<file path="src/rtl/sound_sdr_arbiter.sv">
// Two-port round-robin arbiter sharing one SDRAM read channel between the GA20
// sample cache (port A) and V35 program fetch (port B), with a wait-cycle timeout.
module sound_sdr_arbiter #(
  parameter logic [24:0] A_BASE  = 25'h0,
  parameter logic [24:0] B_BASE  = 25'h0,
  parameter logic [7:0]  TIMEOUT = 8'd255
) (
  input  logic        clk_sys,
  input  logic        reset_n,
  input  logic        a_req,
  input  logic [24:0] a_addr,
  output logic        a_busy,
  output logic        a_rdy,
  output logic [63:0] a_data,
  input  logic        b_req,
  input  logic [24:0] b_addr,
  output logic        b_busy,
  output logic        b_rdy,
  output logic [63:0] b_data,
  output logic        err,
  output logic [24:0] sdr_addr,
  output logic        sdr_req,
  input  logic [63:0] sdr_data,
  input  logic        sdr_rdy
);

  typedef enum logic [1:0] {IDLE, ISSUE, WAIT} state_t;

  state_t      state_q, state_d;
  logic        pend_a_q, pend_a_d, pend_b_q, pend_b_d;
  logic [24:0] addr_a_q, addr_a_d, addr_b_q, addr_b_d;
  logic        gnt_b_q, gnt_b_d, rr_b_q, rr_b_d;
  logic [7:0]  wcnt_q, wcnt_d;
  logic [24:0] sdr_addr_q, sdr_addr_d;
  logic [63:0] a_data_q, a_data_d, b_data_q, b_data_d;
  logic        a_rdy_q, a_rdy_d, b_rdy_q, b_rdy_d;
  logic        err_q, err_d;

  logic        done, tmo, fin, start, grant_b;
  logic [24:0] a_sum, b_sum;

  assign done    = (state_q != IDLE) && sdr_rdy;
  assign tmo     = (state_q == WAIT) && !sdr_rdy && (wcnt_q == TIMEOUT);
  assign fin     = done || tmo;
  assign start   = (state_q == IDLE) && (pend_a_q || pend_b_q);
  assign grant_b = (pend_a_q && pend_b_q) ? rr_b_q : pend_b_q;
  assign a_sum   = a_addr + A_BASE;
  assign b_sum   = b_addr + B_BASE;

  always_ff @(posedge clk_sys or negedge reset_n) begin
    if (!reset_n) state_q <= IDLE;
    else          state_q <= state_d;
  end

  always_comb begin
    state_d = state_q;
    case (state_q)
      IDLE:    if (pend_a_q || pend_b_q) state_d = ISSUE;
      ISSUE:   state_d = sdr_rdy ? IDLE : WAIT;
      WAIT:    if (fin) state_d = IDLE;
      default: state_d = IDLE;
    endcase
  end

  always_comb begin
    sdr_req  = (state_q == ISSUE) || (state_q == WAIT);
    sdr_addr = sdr_addr_q;
    a_busy   = pend_a_q;
    b_busy   = pend_b_q;
    a_rdy    = a_rdy_q;
    b_rdy    = b_rdy_q;
    a_data   = a_data_q;
    b_data   = b_data_q;
    err      = err_q;
  end

  always_comb begin
    pend_a_d   = pend_a_q;
    pend_b_d   = pend_b_q;
    addr_a_d   = addr_a_q;
    addr_b_d   = addr_b_q;
    gnt_b_d    = gnt_b_q;
    rr_b_d     = rr_b_q;
    sdr_addr_d = sdr_addr_q;
    a_data_d   = a_data_q;
    b_data_d   = b_data_q;
    wcnt_d     = (state_q == WAIT) ? wcnt_q + 8'd1 : 8'd0;
    a_rdy_d    = fin && !gnt_b_q;
    b_rdy_d    = fin && gnt_b_q;
    err_d      = err_q || tmo;
    if (start) begin
      gnt_b_d    = grant_b;
      rr_b_d     = !grant_b;
      sdr_addr_d = grant_b ? addr_b_q : addr_a_q;
    end
    // A timeout returns all-ones so the client sees an obviously bad word.
    if (fin) begin
      if (gnt_b_q) begin
        b_data_d = done ? sdr_data : '1;
        pend_b_d = 1'b0;
      end else begin
        a_data_d = done ? sdr_data : '1;
        pend_a_d = 1'b0;
      end
    end
    if (a_req && !pend_a_q) begin
      pend_a_d = 1'b1;
      addr_a_d = {a_sum[24:3], 3'b000};
    end
    if (b_req && !pend_b_q) begin
      pend_b_d = 1'b1;
      addr_b_d = {b_sum[24:3], 3'b000};
    end
  end

  always_ff @(posedge clk_sys or negedge reset_n) begin
    if (!reset_n) begin
      pend_a_q   <= 1'b0;
      pend_b_q   <= 1'b0;
      addr_a_q   <= '0;
      addr_b_q   <= '0;
      gnt_b_q    <= 1'b0;
      rr_b_q     <= 1'b0;
      wcnt_q     <= '0;
      sdr_addr_q <= '0;
      a_data_q   <= '0;
      b_data_q   <= '0;
      a_rdy_q    <= 1'b0;
      b_rdy_q    <= 1'b0;
      err_q      <= 1'b0;
    end else begin
      pend_a_q   <= pend_a_d;
      pend_b_q   <= pend_b_d;
      addr_a_q   <= addr_a_d;
      addr_b_q   <= addr_b_d;
      gnt_b_q    <= gnt_b_d;
      rr_b_q     <= rr_b_d;
      wcnt_q     <= wcnt_d;
      sdr_addr_q <= sdr_addr_d;
      a_data_q   <= a_data_d;
      b_data_q   <= b_data_d;
      a_rdy_q    <= a_rdy_d;
      b_rdy_q    <= b_rdy_d;
      err_q      <= err_d;
    end
  end

endmodule

</file>
<file path="config.mk">
export PLATFORM = sky130hd
export DESIGN_NAME = sound_sdr_arbiter
export DESIGN_NICKNAME = d
export VERILOG_FILES = /design/src/rtl/sound_sdr_arbiter.sv
export SDC_FILE = /design/constraint.sdc
export NUM_CORES = 1
export LEC_CHECK = 0
export BUFFER_PORTS_ARGS = -buffer_cell sky130_fd_sc_hd__buf_2
export CORE_MARGIN = 3
export CORE_UTILIZATION = 55
export CTS_BUF_LIST = sky130_fd_sc_hd__clkbuf_16
export CTS_CLUSTER_SIZE = 8
export DETAILED_ROUTE_END_ITERATION = 7
export GPL_TIMING_DRIVEN = 0
export PLACE_DENSITY = 0.84
export SLEW_MARGIN = 20
export SYNTH_ARGS = -nofsm -noshare
export SYNTH_HDL_FRONTEND = slang
export SYNTH_SLANG_ARGS = --single-unit
</file>
<file path="constraint.sdc">
create_clock -name clk_sys -period 3 [get_ports clk_sys]
set_input_delay 0.45 -clock clk_sys [delete_from_list [all_inputs] [get_ports clk_sys]]
set_output_delay 0.45 -clock clk_sys [all_outputs]
set_load 0.01 [all_outputs]
</file>
==> results.md <==
- Status: completed
- Sink Count: between 200 and 250
- Crit. End Element: flip-flop
- Port-buffer cells: 268
- RSZ-0062 raised after global routing: no
- Slew @ Worst Pin: between 0.6 and 0.7 ns
- Total power draw: ~14000 uW
- Io pins: about 280
- Core footprint: between 0.015 and 0.02 sq mm
- Mapped Avg Cell Area: 9.82 sq um
- Final max-slew violation count: 0
- DR vias/cell: between 5 and 6
- CTS clk-pin slew, worst paths: approximately 0.05 ns
- # DRC: 0
- Fin crit period: roughly 2.3 ns
- Distinct cells, synth: 34
- Antenna violations before repair: 2
- Final Cycle Share: between 70% and 80%
- Final Setup Violations: 0
- Synthesized flop and latch total: 211
- DR pass1 iterations: 7
- Startpoint Class: flip-flop
- First-pass GRT wire length: 42400 um
- Power Density: ~1200 mW/mm^2
- Nets: around 1400
- Setup Fix Bufs, Post-CTS: 0
- Cell Rows: 46
- Cells after Synth: 948
- Vias in the first global route: 8194
- CTS resizes: 0
- Clk_lat worst skew: between 0.5 and 0.6 ns
- RePlAce Congestion: between 0.8 and 0.9
- Htree depth: 1
- Lkg Pwr: between 0.005 and 0.006 uW
- Setup WS post-layout: approximately 0.74 ns
- Die Ht: approximately 140 um
- Final core occ: 72.7%
- Maximum VDD drop: a little under 0.7 mV
- Maximum number of pins on one net before global-route repair: between 90 and 100
- Antenna Nets Post-Route: 0
- Die area: approximately 0.019 sq mm
- Met3 Use GR: between 8 and 9%
- CP max FO: 10
- Rel. slew slack: between 50 and 60%
- Clock skew: about 0.0071 ns
- Worst-case reg-to-reg path depth: 7
- Met2 Usage GRT: around half
- CTS tree: yes
- 1st-iter DRT viols: 526
- Arr. time, crit path: between 2 and 3 ns
- Width of the die: between 100 and 150 um
- WL/cell: around 18 um
- Worst Hold Class: in -> reg
- Sequential area share after synthesis: ~57%
- Place WS: about 0.76 ns
- Netlist Area Pre-Place: 0.00931 sq mm
- WP data required: 3.44 ns
- Total GRT Usage: between 20% and 30%
- Root Driver: clkbuf_16
- Vias: 8190
- Max Freq: roughly 440 MHz
- Crit Path Class: reg -> reg
- Final Hold Vio Count: 0
- Grt peak-use layer: met2
- Syn-to-layout area delta: 26.7%
- Drt total wl: 27000 um
- Min-Delay Path Depth: 2
- Share of layout cells above drive strength 1: 29.6%
- Global route total overflow: 0
- Met1 usage in global routing: about 37%
- TritonCTS buffer count: 30
- Clk buf depth: 3
- Final HPWL DP: 19200 um
- Yosys warns: 0
- Max Cap Violations: 0
- Initial Util: a little under three fifths
-- cell usage in the layout, fill, tap and decap left out, drive strengths merged, types with 2 or more instances in the layout --
master    n
nand3     3
nand2     4
a21o      2
a21oi     3
nand4     2
ha        4
mux2     44
conb      3
and2      8
nor2b    68
clkbuf   82
a211oi   64
nor2    261
diode     2
nand2b    3
dfrtp   211
a222oi   22
inv      26
buf     292
o21ai     6
xnor2     4
nor3    129
-- area by class of cell --
| type | count | area, sq um |
|---|---|---|
| multi-input cells | 640 | 3610 |
| clock buffers | 31 | 776 |
| repair buffers | 271 | 1420 |
| inverters | 26 | 97.6 |
| well taps | 216 | 270 |
| plain buffers | 73 | 337 |
| clock inverters | 1 | 7.51 |
| fillers | 1205 | 4430 |
| diodes | 2 | 5.00 |
| flip-flops and latches | 211 | 5280 |
-- synth_stat cells (all sizes together) --
cell	instances	area [sq um]
nand4	2	12.5
nor3	129	646
or2	1	6.26
mux2	44	495
o21ai	6	30.0
ha	4	50.1
a21boi	1	7.51
buf	22	145
conb	1	3.75
a222oi	22	220
and4	1	8.76
clkbuf	51	191
nor2b	68	425
a211o	1	8.76
nand2b	3	18.8
o311ai	1	8.76
nand3	3	20.0
nor2	261	980
dfrtp	211	5280
nand2	4	15.0
a211oi	64	480
xnor2	4	35.0
and2	8	50.1
a21o	2	15.0
mux2i	1	10.0
o211a	1	10.0
xor2	1	8.76
or3	1	6.26
a21oi	3	15.0
o31ai	1	12.5
inv	26	97.6
-- cell families (layout without fill, tap and decap cells) --
family	after synthesis	count (layout)	share of synthesized area (%)
compound gates	102	102	8.68
xor+xnor	5	5	0.470
fa+ha+maj	4	4	0.537
buf+inv	99	402	4.66
flops	211	211	56.7
mux	45	45	5.43
other cells	1	5	0.0403
simple gates	481	481	23.5
-- critical path, cell delays in order (launching register included) --
cell and delay, ns:
dfrtp_1 0.38, inv_1 0.11, ha_1 0.30, nand2b_1 0.23, clkbuf_1 0.47, clkbuf_1 0.42, nor3_1 0.11, nor3_1 0.16
-- layer usage --
layer  part of all wire, %  vias up
li1                      -     3822
met1                    40     3935
met2                    48      379
met3                   9.9       54
met4                   2.4        0
met5                     0        -
-- power by group --
| group | leakage (uW) | switching [uW] | internal [uW] |
|---|---|---|---|
| clock | 0.000382 | 1130 | 1790 |
| sequential | 0.00263 | 901 | 4130 |
| combinational | 0.00273 | 3530 | 2450 |
-- stage by stage --
stage	instance area, sq um	instances	hold slack, ns	TNS [ns]
floorplan	9320	950	0.154	0
global placement	10900	1434	0.450	-442.46
detailed placement	11000	1436	0.316	0
CTS	11800	1469	0.136	0
global route	11800	1471	0.139	0
finish	11800	1471	0.157	0
-- path summary, 6_finish.rpt --
kind / slack, ns / start / end
setup / recovery: 0.74 / state_q[0] / a_data[5]
hold / removal: 0.16 / a_addr[22] / addr_a_q[22]
setup reg to reg: 0.74 / state_q[0] / a_data[5]
hold reg to reg: 0.46 / err / err
max in group asynchronous: 1.88 / reset_n / addr_a_q[4]
min in group asynchronous: 0.38 / reset_n / b_data[14]
-- sequential cells by signal, summed over array words and instances (netlist names) --
register / flops
a_data: 64
b_data: 64
addr_a_q: 22
addr_b_q: 22
sdr_addr: 22
wcnt_q: 8
state_q: 2
a_busy: 1
a_rdy: 1
b_busy: 1
b_rdy: 1
err: 1
gnt_b_q: 1
rr_b_q: 1
-- repair_timing --
item	in CTS	in global routing
hold buffers	1	0
endpoints found under the setup margin	0	0
hold endpoints to repair	25	0
No activity file was read; power rests on OpenSTA's default activity.
